File: config.mk
export PLATFORM = sky130hd
export DESIGN_NAME = align_shift_ctrl
export DESIGN_NICKNAME = d
export VERILOG_FILES = /design/src/rtl/fp_mac_pkg.sv /design/src/rtl/barrel_shifter.sv /design/src/rtl/align_shift_ctrl.sv
export SDC_FILE = /design/constraint.sdc
export NUM_CORES = 1
export LEC_CHECK = 0
export CELL_PAD_IN_SITES_DETAIL_PLACEMENT = 1
export CELL_PAD_IN_SITES_GLOBAL_PLACEMENT = 1
export CORE_MARGIN = 5
export CORE_UTILIZATION = 40
export DETAILED_ROUTE_END_ITERATION = 12
export HOLD_SLACK_MARGIN = 0.12
export PLACE_DENSITY_LB_ADDON = 0.1
export SLEW_MARGIN = 5
export SYNTH_ARGS = -nofsm -noshare
export SYNTH_HDL_FRONTEND = slang
export SYNTH_SLANG_ARGS = --single-unit
export TNS_END_PERCENT = 10
File: constraint.sdc
create_clock -name clk -period 5.55 [get_ports clk]
set_input_delay 0.8325 -clock clk [delete_from_list [all_inputs] [get_ports clk]]
set_output_delay 0.8325 -clock clk [all_outputs]
set_load 0.01 [all_outputs]
File: src/rtl/fp_mac_pkg.sv
// rtl/fp_mac_pkg.sv - shared widths and FSM encoding for the FP MAC alignment path
//
// Purpose : default datapath widths for the mantissa alignment stage and the
//           state encoding of the multi-pass shift controller.
// Contents: DEF_DATA_W, DEF_SHAMT_W, DEF_STEP_W, DEF_MAX_STEP, state_t.
package fp_mac_pkg;

  localparam int DEF_DATA_W   = 24;
  localparam int DEF_SHAMT_W  = 8;
  localparam int DEF_STEP_W   = 3;
  localparam int DEF_MAX_STEP = (1 << DEF_STEP_W) - 1;

  typedef enum logic [1:0] {
    IDLE  = 2'd0,
    SHIFT = 2'd1,
    DONE  = 2'd2
  } state_t;

endpackage

File: src/rtl/barrel_shifter.sv
// rtl/barrel_shifter.sv - log-stage right rotator used as the per-pass shift step
//
// Purpose : rotates a vector of LANES lanes (WIDTH bits each) right by sel lanes.
//           Rotation rather than shift keeps this block free of fill policy; the
//           caller masks the vacated upper lanes and inspects the dropped ones.
// Ports   : data_in  [WIDTH*LANES-1:0]  vector to rotate
//           sel      [SEL_W-1:0]        rotate amount in lanes
//           data_out [WIDTH*LANES-1:0]  rotated vector
module barrel_shifter #(
  parameter int WIDTH = 1,
  parameter int LANES = 24,
  parameter int SEL_W = 3
) (
  input  logic [WIDTH*LANES-1:0] data_in,
  input  logic [SEL_W-1:0]       sel,
  output logic [WIDTH*LANES-1:0] data_out
);

  localparam int TOTAL_W = WIDTH * LANES;

  logic [TOTAL_W-1:0] stage [SEL_W+1];

  assign stage[0] = data_in;

  // Stage k rotates by 2^k lanes when sel[k] is set.
  for (genvar k = 0; k < SEL_W; k++) begin : g_stage
    localparam int AMT = (1 << k) * WIDTH;
    logic [TOTAL_W-1:0] rotated;
    assign rotated      = {stage[k][AMT-1:0], stage[k][TOTAL_W-1:AMT]};
    assign stage[k+1]   = sel[k] ? rotated : stage[k];
  end

  assign data_out = stage[SEL_W];

endmodule

File: src/rtl/align_shift_ctrl.sv
// rtl/align_shift_ctrl.sv - multi-pass mantissa right-alignment controller with sticky
//
// Purpose : shifts an accepted mantissa right by in_shamt using at most MAX_STEP
//           positions per cycle, OR-ing every dropped bit into a sticky flag.
// Ports   : clk, rst          clock, synchronous active-high reset
//           in_valid/in_ready request handshake; in_data, in_shamt sampled on accept
//           out_valid/out_ready result handshake; out_data, out_sticky held in DONE
//           busy              high while an operation is in SHIFT or DONE
module align_shift_ctrl
  import fp_mac_pkg::*;
#(
  parameter int DATA_W  = DEF_DATA_W,
  parameter int SHAMT_W = DEF_SHAMT_W,
  parameter int STEP_W  = DEF_STEP_W
) (
  input  logic               clk,
  input  logic               rst,
  input  logic               in_valid,
  output logic               in_ready,
  input  logic [DATA_W-1:0]  in_data,
  input  logic [SHAMT_W-1:0] in_shamt,
  output logic               out_valid,
  input  logic               out_ready,
  output logic [DATA_W-1:0]  out_data,
  output logic               out_sticky,
  output logic               busy
);

  localparam int                 MAX_STEP   = (1 << STEP_W) - 1;
  localparam logic [SHAMT_W-1:0] STEP_LIMIT = SHAMT_W'(MAX_STEP);
  localparam logic [SHAMT_W-1:0] SAT_LIMIT  = SHAMT_W'(DATA_W);
  localparam logic [DATA_W-1:0]  ALL_ONES   = {DATA_W{1'b1}};

  state_t             state_q, state_d;
  logic [DATA_W-1:0]  data_q;
  logic               sticky_q;
  logic [SHAMT_W-1:0] rem_q;

  logic               accept;
  logic               in_zero;
  logic               in_sat;
  logic [STEP_W-1:0]  step;
  logic [DATA_W-1:0]  rot_data;
  logic [DATA_W-1:0]  keep_mask;
  logic [DATA_W-1:0]  drop_mask;
  logic [DATA_W-1:0]  shifted;
  logic               step_sticky;
  logic               last_pass;

  assign in_ready   = (state_q == IDLE);
  assign out_valid  = (state_q == DONE);
  assign busy       = (state_q != IDLE);
  assign out_data   = data_q;
  assign out_sticky = sticky_q;

  assign accept  = in_valid & in_ready;
  assign in_zero = (in_shamt == '0);
  // Full-width compare so large amounts such as 255 take the early exit.
  assign in_sat  = (in_shamt >= SAT_LIMIT);

  assign step = (rem_q < STEP_LIMIT) ? rem_q[STEP_W-1:0] : STEP_W'(MAX_STEP);

  barrel_shifter #(
    .WIDTH (1),
    .LANES (DATA_W),
    .SEL_W (STEP_W)
  ) u_step_shifter (
    .data_in  (data_q),
    .sel      (step),
    .data_out (rot_data)
  );

  // The rotator wraps the low bits to the top; clear those lanes so the
  // result is a zero-filled shift, and route the dropped bits to sticky.
  assign keep_mask   = ALL_ONES >> step;
  assign drop_mask   = ~(ALL_ONES << step);
  assign shifted     = rot_data & keep_mask;
  assign step_sticky = |(data_q & drop_mask);
  assign last_pass   = (rem_q == SHAMT_W'(step));

  always_ff @(posedge clk) begin
    if (rst) begin
      state_q <= IDLE;
    end else begin
      state_q <= state_d;
    end
  end

  always_comb begin
    state_d = state_q;
    case (state_q)
      IDLE: begin
        if (accept) begin
          if (in_zero || in_sat) begin
            state_d = DONE;
          end else begin
            state_d = SHIFT;
          end
        end
      end
      SHIFT: begin
        if (last_pass) begin
          state_d = DONE;
        end
      end
      DONE: begin
        if (out_ready) begin
          state_d = IDLE;
        end
      end
      default: state_d = IDLE;
    endcase
  end

  always_ff @(posedge clk) begin
    if (rst) begin
      data_q   <= '0;
      sticky_q <= 1'b0;
      rem_q    <= '0;
    end else begin
      case (state_q)
        IDLE: begin
          if (accept) begin
            rem_q <= in_shamt;
            if (in_sat) begin
              data_q   <= '0;
              sticky_q <= |in_data;
            end else begin
              data_q   <= in_data;
              sticky_q <= 1'b0;
            end
          end
        end
        SHIFT: begin
          data_q   <= shifted;
          sticky_q <= sticky_q | step_sticky;
          rem_q    <= rem_q - SHAMT_W'(step);
        end
        default: begin
          data_q   <= data_q;
          sticky_q <= sticky_q;
          rem_q    <= rem_q;
        end
      endcase
    end
  end

endmodule
Word-level counts from Yosys, hierarchy flattened
Cells that the tools add are included.
- input port bits: 36
- flip-flop bits (word level): 35
- bitwise operators: 5
- reduce and logical (&&, ||, !) cells: 9
- muxes and demuxes: 17
- magnitude comparators: 2
- shifts and indexed selects: 2
- add/subtract/negate cells: 1
- eq/ne operators: 6
- operators by type and width (kind ; count):
    $mux 24 ; 5
    $and 24x24->24 ; 2
    $pmux 24 s2 ; 1
    $reduce_or 24->1 ; 2
    $not 24->24 ; 1
    $shl 24x3->24 const A ; 1
    $shr 24x3->24 const A ; 1
    $pmux 8 s2 ; 1
    $eq 8x3->1 ; 1
    $ge 8x5->1 const B ; 1
    $logic_not 8->1 ; 1
    $lt 8x3->1 const B ; 1
    $mux 2 ; 4
    $mux 8 ; 1
    $sub 8x3->8 ; 1
    $pmux 2 s3 ; 1
    $ne 2x1->1 const B ; 2
    $reduce_bool 2->1 ; 2
    $mux 3 ; 1
    $reduce_and 3->1 ; 1
    $eq 2x1->1 const B ; 1
    $eq 2x2->1 const B ; 1
    $logic_not 2->1 ; 1
    $mux 1 ; 2
    other kinds (6) ; 6

Logic depth before layout (Yosys ltp)
Gate-level depths: netlist of the first run.
- depth after elaboration: 8
- mapped depth: 9
- gate-level depth less buffers: 8

By module
Synthesis of the first run repeated with hierarchy kept, for this count alone.
- cells, all modules: 302
- area, all modules: 2834.0 sq um
- by module, submodules not included (module ; times used ; cells each ; area an instance (sq um)):
    align_shift_ctrl ; 1 ; 245 ; 1930.6
    barrel_shifter ; 1 ; 57 ; 903.4

Least setup slack after synthesis of the first run
OpenSTA, ideal clock, no wires.
- kind: input -> register
- start point: in in_shamt[3]
- end point: reg data_q[1] (netlist: out_data[1])
- path buffers: 1
- slack: 3.346 ns
- arrival time: 2.119 ns
- stages on the path: 5
- cells stage by stage: a2111o_1 -> nor2_1 -> clkbuf_1 -> a221oi_1 -> a211oi_1
- word-level cells in the longest chain between the ends: 4
- RTL lines (element ; line ; text):
    start, declared ; align_shift_ctrl.sv:21 ; input logic [SHAMT_W-1:0] in_shamt,
    $ge 8x5->1 ; align_shift_ctrl.sv:59 ; assign in_sat = (in_shamt >= SAT_LIMIT);
    $mux 24 ; align_shift_ctrl.sv:125 ; if (in_sat) begin
    $mux 24 ; align_shift_ctrl.sv:123 ; if (accept) begin
    $pmux 24 s2 ; align_shift_ctrl.sv:121 ; case (state_q)
    end signal, assigned ; align_shift_ctrl.sv:129 ; data_q <= in_data;
    end signal, assigned ; align_shift_ctrl.sv:135 ; data_q <= shifted;
    end signal, assigned ; align_shift_ctrl.sv:140 ; data_q <= data_q;
    end, declared ; align_shift_ctrl.sv:35 ; logic [DATA_W-1:0] data_q;
No other way between the ends. The select of a mux whose other input is x is not followed.
A chain may end at the register's enable or synchronous reset.

Final worst setup path of the first run
- start point: in in_valid
- end point: reg data_q[13] (netlist: out_data[13])
- word-level cells in the longest chain between the ends: 3
- RTL lines (element ; line ; text):
    start, declared ; align_shift_ctrl.sv:18 ; input logic in_valid,
    $and 1x1->1 ; align_shift_ctrl.sv:56 ; assign accept = in_valid & in_ready;
    $ne 2x1->1 (no line) ; n/a ;
    $reduce_and 2->1 (no line) ; n/a ;
No other way between the ends.

==> results of run 1 <==
==> cell usage in the layout, fill, tap and decap left out, drive strengths merged, types with 2 or more instances in the layout <==
cell and count:
or3 6, or2 3, clkbuf 8, nor3 13, a22oi 8, nand2 22, and2 2, dfxtp 35
mux4 3, clkdlybuf4s50 63, nand2b 3, nand4 3, o311ai 2, mux2i 4, nor2b 6, nor4 11
o21ai 17, a211oi 22, o32ai 4, o21bai 4, a2111oi 2, mux2 11, nand3 9, o211ai 2
or4 3, a311oi 2, o31ai 2, inv 9, a21o 3, o22ai 12, a31oi 6, a21oi 21
nor2 37, buf 9, a221oi 14, a2bb2oi 10
==> metrics by stage <==
| stage | instances | setup slack [ns] | hold slack [ns] | area (µm²) | power [W] |
|---|---|---|---|---|---|
| after floorplan | 363 | 3.35 | 0.494 | 2790 | 0.000518 |
| after global placement | 501 | 2.64 | 0.528 | 3490 | 0.000647 |
| after detailed placement | 501 | 2.57 | 0.532 | 3490 | 0.000654 |
| after CTS | 509 | 2.80 | 0.546 | 3590 | 0.000865 |
| after global routing | 509 | 2.70 | 0.593 | 3590 | 0.000914 |
| final | 509 | 2.79 | 0.557 | 3590 | 0.000869 |
==> final timing paths <==
check,start,endpoint,slack [ns],depth (start not counted)
worst max register to register,rem_q[4]$_SDFFE_PP0P_,out_data[4]$_SDFFE_PP0P_,2.83,6
worst max-delay path,in_valid,out_data[13]$_SDFFE_PP0P_,2.79,5
worst min register to register,rem_q[7]$_SDFFE_PP0P_,rem_q[7]$_SDFFE_PP0P_,0.56,2
worst min-delay path,rem_q[7]$_SDFFE_PP0P_,rem_q[7]$_SDFFE_PP0P_,0.56,2
==> state kept, by name (all words and copies together) (netlist names) <==
| signal | count |
|---|---|
| out_data | 24 |
| state_q | 2 |
| out_sticky | 1 |
| rem_q | 8 |
==> final cells by class <==
class / count / area, µm²
Sequential cell: 35 / 701
Tap cell: 96 / 120
Clock buffer: 8 / 100
Fill cell: 838 / 3200
Inverter: 9 / 33.8
Multi-Input combinational cell: 289 / 1940
Timing Repair Buffer: 72 / 698
==> routing by layer <==
| layer | track usage (%) | vias to the layer above | part of all wire, % |
|---|---|---|---|
| li1 | - | 1539 | - |
| met1 | 36.7 | 1709 | 45 |
| met2 | 43.4 | 127 | 47 |
| met3 | 4.42 | 14 | 6.3 |
| met4 | 6.47 | 0 | 1.3 |
| met5 | 0 | - | 0 |
==> worst min-delay path, stage by stage, from the launching register on <==
cell and delay [ns]:
sky130_fd_sc_hd__dfxtp_1 0.34, sky130_fd_sc_hd__o311ai_0 0.11, sky130_fd_sc_hd__a21oi_1 0.07
==> cells by family after synthesis <==
| group | Yosys count | share of synthesized area, % |
|---|---|---|
| compound gates | 146 | 37.6 |
| simple gates | 122 | 22.5 |
| buf+inv | 39 | 5.39 |
| flops | 35 | 25.2 |
| mux | 18 | 8.31 |
| fa+ha+maj | 2 | 0.809 |
| xor+xnor | 1 | 0.315 |
==> power groups by stage <==
stage	clock [W]	combinational [W]	sequential, W
finish	0.000213	0.000349	0.000308
detailed placement	0	0.000342	0.000312
floorplan	0	0.000213	0.000304
global placement	0	0.000336	0.000311
global route	0.000227	0.000376	0.000311
CTS	0.000215	0.000344	0.000306
==> results.txt, run 1 <==
In this run the cell area of the synthesized design comes to 2790 µm². The total negative slack for setup checks came out at 0 ns. The flow ran to the end, and the final reports show no timing, DRC or antenna violations. The maximum fanout encountered on the critical timing path came out at 37. STA classifies the critical path startpoint as a primary input. Setup repair after global routing left no endpoint under its margin. The tools report the total die area as 8730 µm². TritonCTS built the clock tree.

The congestion estimate from routability-driven global placement came to 0.904. The synthesized design contains 0 enable-type register cells. In this run the static leakage power is 1.21 nW. Most repeated cell in the gate-level netlist after synthesis: sky130_fd_sc_hd__nor2_1. The smallest clock period supported by the final layout is computed as 2.76 ns. The actual slew at the worst max-slew pin works out to 0.893 ns. The routed design has 11.5 mm of wire. For this run, the slowest stage of the critical path takes 0.73 ns. The run gives 0 as the hold violation total from the final report. Measured against its own limit, the worst slew margin works out to 40.5%.

The run gives 35 as the sink count of the clock tree. In the global route stage, overall resource usage came out at 26.7%. The required time reported for the critical path endpoint was 5.77 ns. Dividing total power by cell area gives a power density of 242 nW/µm². The tightest min-delay check is of the reg2reg type. The run gives 7.96 mm as the final HPWL from detailed placement. STA classifies the critical path endpoint as a register.

Counting flops with an async set or reset pin after synthesis yields a share of 0%. The initial antenna violation count came out at 0. The count of buffers added on input and output ports is 63. The repair_antennas step left the layout with diodes totalling 0.

Of the total power, the clock network draws 24.5%. The setup path with the least slack is of type in2reg. The tools report the net load switching power as 0.000333 W. The number of distinct standard cells referenced by the synthesized netlist was 63; the number of global-route vias before repair was 3,504.

Sequential elements use 25.2% of the synthesized area. The run gives 0 as the setup-violating endpoint count in the final report. The run gives 0 as the max-slew violation count. Across the routed clock network, the largest skew measured is 0.00560 ns. The count of hold buffers inserted by post-cts repair is 0, and the register clock-pin slew on the reported worst setup and hold paths is 0.08 ns. The logs give 0 for the DRC violation count after routing and 64 for the top-level port count.

Synthesis produced a netlist with a net count of 400. The number of vias per cell is 6.66. The floorplan die width came out at 93.4 µm.

Derived from the worst setup path, the maximum achievable clock frequency is 0.362 GHz. After clock tree synthesis, the setup repair step added 0 buffers. After floorplanning, the core was sized to cover 6790 µm².

Once the floorplan was initialized, standard cells occupied 41.0% of the core. In this run switching power makes up 38.3% of total power. The post-cts resize count is 0, and the synthesis-to-layout area growth is 28.9%. The worst-case vdd ir drop is 0.000132 V. After synthesis, the cell types taking the most area are sky130_fd_sc_hd__dfxtp_1 (25%), sky130_fd_sc_hd__a211oi_1 (5.9%), sky130_fd_sc_hd__nor2_1 (5.0%), sky130_fd_sc_hd__mux2_2 (4.4%), sky130_fd_sc_hd__a221oi_1 (4.4%).

After global routing the overflow that remains totals 0. The critical path goes through clkdlybuf4s50_1, o21ba_2, o21bai_1, or4_1, o21ai_1. The root buffer cell is sky130_fd_sc_hd__clkbuf_8.

For this run, the share of the core covered by cells in the final layout is 52.9%. The mean post-synth cell area came out at 7.67 µm². Once detail routing completed, the nets flagged for antenna violations numbered 0. For this block, the via count after detailed routing is 3,389.

The sequential group share of total power was 35.4%; the die extent in y was 93.4 µm. The fraction of layout cells with a size suffix above 1 was 9.93%; the floorplan row count was 30. On the critical path the largest part of the delay comes from compound AO/OA/AOI/OAI gates. The H-tree was split into 2 levels. The synthesized design spends more area on one cell type than any other, namely sky130_fd_sc_hd__dfxtp_1. On the critical path, the stage with the largest delay is an instance of sky130_fd_sc_hd__o21ba_2. Entering global routing, the biggest net connects 39 pins. The commonest cells after synthesis are sky130_fd_sc_hd__nor2_1 (37), sky130_fd_sc_hd__dfxtp_1 (35), sky130_fd_sc_hd__a211oi_1 (22), sky130_fd_sc_hd__clkbuf_1 (22), sky130_fd_sc_hd__nand2_1 (22). The tools report the number of buffers on the longest clock path as 2.

The buffers plus inverters on the worst setup path was 1; the number of register bits inferred by synthesis was 35. The wire length per cell after detailed routing is 22.6 µm. Among all flip-flop cells after synthesis, the most frequent one is sky130_fd_sc_hd__dfxtp_1. The number of nets in the final layout is 449, and the max capacitance violation total is 0. The Yosys step of the flow raised 0 warnings. The top cell type by area accounts for 25.2% of the synthesized area.

For the worst setup path, the data arrival time is 2.99 ns. The cell internal power dissipation was 0.000537 W. The share of total power in combinational logic came out at 40.1%. The portion of the clock cycle consumed by the worst path in the final layout was 49.8%; the first-pass GRT wire length was 18.7 mm. For the first-pass iteration count of the detailed router, the log shows 5. Clock latency on the worst-skew pair, taken at its later pin, is 0.29 ns. The cell count after synthesis came out at 363.

The number of clock buffers added by TritonCTS is 5. The number of DRC violations after detailed-routing iteration 0 was 282.
No activity file was read; power rests on OpenSTA's default activity.
==> run 2, diff against run 1 <==
CORE_UTILIZATION = 37   (was 40)
clock period = 2.9 ns   (was 5.55 ns; I/O delays follow)
==> run 2 against run 1 <==
Against the previous run:
- utilization is 2.5 points lower
- combinational power is 95% higher
- total power is 95% higher
- design area is 2.2% higher
- clock-buffer cell count stayed put
- via count is 1.0% lower
- clock skew is 0.0033 ns higher
- die area is 7.2% higher
- global-route usage is 2.5 points lower
- critical path depth stayed put
- highest routed layer unchanged
- wire length is 0.93% higher
- largest power group unchanged
==> results.txt, run 2 (synthesized netlist as in run 1, its figures left out) <==
The shortest clock period the worst path allows after layout is 2.43 ns. For this run, global-route usage on met2 was measured as 38.0%. The setup-violating endpoint count in the final report was 0. Gates resized during post-CTS repair numbered 0. VDD sags by at most 0.000191 V.

The number of vias per cell is 6.43. Most common cell after layout, fill and taps aside: sky130_fd_sc_hd__clkdlybuf4s50_1. Measured along the x axis, the die boundary spans 96.8 µm. The first-pass iteration count of the detailed router came out at 5. The first element of the critical path is rem_q[4]$_SDFFE_PP0P_. Setup repair after global routing left no endpoint under its margin.

For this design the ratio of total power to cell area is 461 nW/µm². The tools report the met1 capacity usage during global routing as 34.7%. The logs give 0 for the max-slew violation count and 9360 µm² for the total die area. The headroom to the max-slew limit came out at 45.6%.

For this configuration, the core starts out at a cell density of 38.2%. DRC violation count after routing: 0. The tools report the startpoint of the tightest hold check path as rem_q[5]$_SDFFE_PP0P_. The required time reported for the critical path endpoint is 3.08 ns, and the cell internal power dissipation is 0.00104 W. Buffers placed on the I/O ports in this run total 63. The run gives 5 as the total CTS buffers.

The critical path in this run is classified as reg2reg. During I/O placement, the number of pins put on the boundary was 64. The register clock-pin slew on the reported worst setup and hold paths is 0.08 ns.

The synthesis-to-layout area growth was 31.8%. The number of nets in the final layout is 459. At the end of routability-driven placement, the weighted congestion stood at 0.920. The HPWL after detailed placement is 8.51 mm. The analysis attributes to cell leakage a power of 1.26 nW.

The run gives 2 as the number of buffers on the longest clock path. The share of total power in combinational logic was 40.1%. STA classifies the critical path endpoint as a register. STA puts the critical path data arrival time at 2.62 ns.

The maximum fanout encountered on the critical timing path is 13, and the portion of the clock cycle consumed by the worst path in the final layout is 84.0%. For the number of inserted filler cells in the final layout, the log shows 927. Entering global routing, the biggest net connects 29 pins. TritonCTS built the clock tree. In the final timing run, aggregate negative setup slack is 0 ns. The logs give 31 for the floorplan row count and 35 for the sink count of the clock tree.

Global routing's busiest layer: met2. The run gives 11.6 mm as the overall routed net length. The clock tree synthesis step divided the H-tree into 2 levels.

The met3 usage in global routing was 3.60%. Switching portion of total power: 38.4%. The number of hold buffers added after CTS was 0.

The path class of the tightest hold or removal check is reg2reg. Sequential cells account for 35.1% of the total power. The tools report the antenna diode count as 0.

Routed via count: 3,354. The clock tree skew after final layout is 0.00891 ns. The first routing iteration left 202 violations.

In this run the post-CTS setup repair buffer count came out at 0. The clock network burns 24.8% of the power. The later pin in the worst-skew pair is clocked with a latency of 0.30 ns. The tools report the peak clock frequency supported by timing as 0.411 GHz. The net load switching power was 0.000650 W; the wire length per cell after detailed routing was 22.2 µm.

The remaining global-route overflow is 0. The actual slew at the worst max-slew pin came out at 0.815 ns. The die extent in y is 96.8 µm, and the first-pass GRT wire length is 18.6 mm. The number of global-route vias before repair came out at 3,406.

The detail route stage leaves a number of antenna-violating nets equal to 0. The tools report the hold violation total from the final report as 0. The library cells used most frequently in the layout, excluding fill and tap cells, are sky130_fd_sc_hd__clkdlybuf4s50_1 (63), sky130_fd_sc_hd__nor2_1 (37), sky130_fd_sc_hd__dfxtp_1 (35). The global-route total usage across every layer was 24.2%; the fraction of layout cells with a size suffix above 1 was 12.1%. The register with the most flip-flops in the layout has 24 of them. Measured on the finished design, the core utilization comes to 50.3%.

Max-cap violations in this run came to 0. The run finished with clean final reports. The area of the placeable core was 7290 µm². STA classifies the critical path startpoint as a register. The tree is rooted in a sky130_fd_sc_hd__clkbuf_8. In this run the critical register-to-register path is launched from rem_q[4]$_SDFFE_PP0P_. The run gives 0 as the initial antenna violation count.
-- run 2: worst max-delay path, cell delays in order (launching register included) --
cell	delay, ns
sky130_fd_sc_hd__dfxtp_1	0.38
sky130_fd_sc_hd__or4_4	0.67
sky130_fd_sc_hd__or3_1	0.37
sky130_fd_sc_hd__mux4_2	0.47
sky130_fd_sc_hd__a221oi_1	0.30
sky130_fd_sc_hd__a211oi_1	0.12
-- run 2: final timing paths --
check / endpoint / slack [ns] / cells past startpoint
setup / recovery: out_data[1]$_SDFFE_PP0P_ / 0.47 / 5
hold / removal: rem_q[5]$_SDFFE_PP0P_ / 0.54 / 2
setup reg to reg: out_data[1]$_SDFFE_PP0P_ / 0.47 / 5
hold reg to reg: rem_q[5]$_SDFFE_PP0P_ / 0.54 / 2
-- run 2: stage by stage --
| stage | instances | total power, W | hold WS (ns) | worst slack (ns) | area, µm² |
|---|---|---|---|---|---|
| finish | 522 | 0.00169 | 0.538 | 0.465 | 3670 |
| global route | 522 | 0.00178 | 0.555 | 0.396 | 3670 |
| detailed placement | 514 | 0.00127 | 0.523 | 0.492 | 3570 |
| CTS | 522 | 0.00169 | 0.535 | 0.480 | 3670 |
| floorplan | 363 | 0.000991 | 0.494 | 0.725 | 2790 |
| global placement | 514 | 0.00126 | 0.517 | 0.586 | 3570 |
-- run 2: per-layer routing --
metal	vias to the layer above	share of wire (%)	routed length [µm]
li1	1557	-	-
met1	1668	48	5530
met2	117	45	5270
met3	12	5.5	643
met4	0	1.3	152
met5	-	0	0
-- run 2: power groups by stage --
stage	combinational [W]	sequential [W]	clock (W)
2_1_floorplan	0.000408	0.000583	0
3_3_place_gp	0.000657	0.000602	0
3_5_place_dp	0.000671	0.000603	0
4_1_cts	0.000674	0.000592	0.000422
5_1_grt	0.000731	0.000602	0.000444
6_report	0.000679	0.000594	0.000420
-- run 2: cell type report --
cell class / instances / area [µm²] / share of cell area [%]
timing repair buffer: 82 / 773 / 21.1
inverter: 9 / 33.8 / 0.921
clock buffer: 8 / 100 / 2.73
tap: 99 / 124 / 3.38
multi-input combinational: 289 / 1940 / 52.8
sequential: 35 / 701 / 19.1
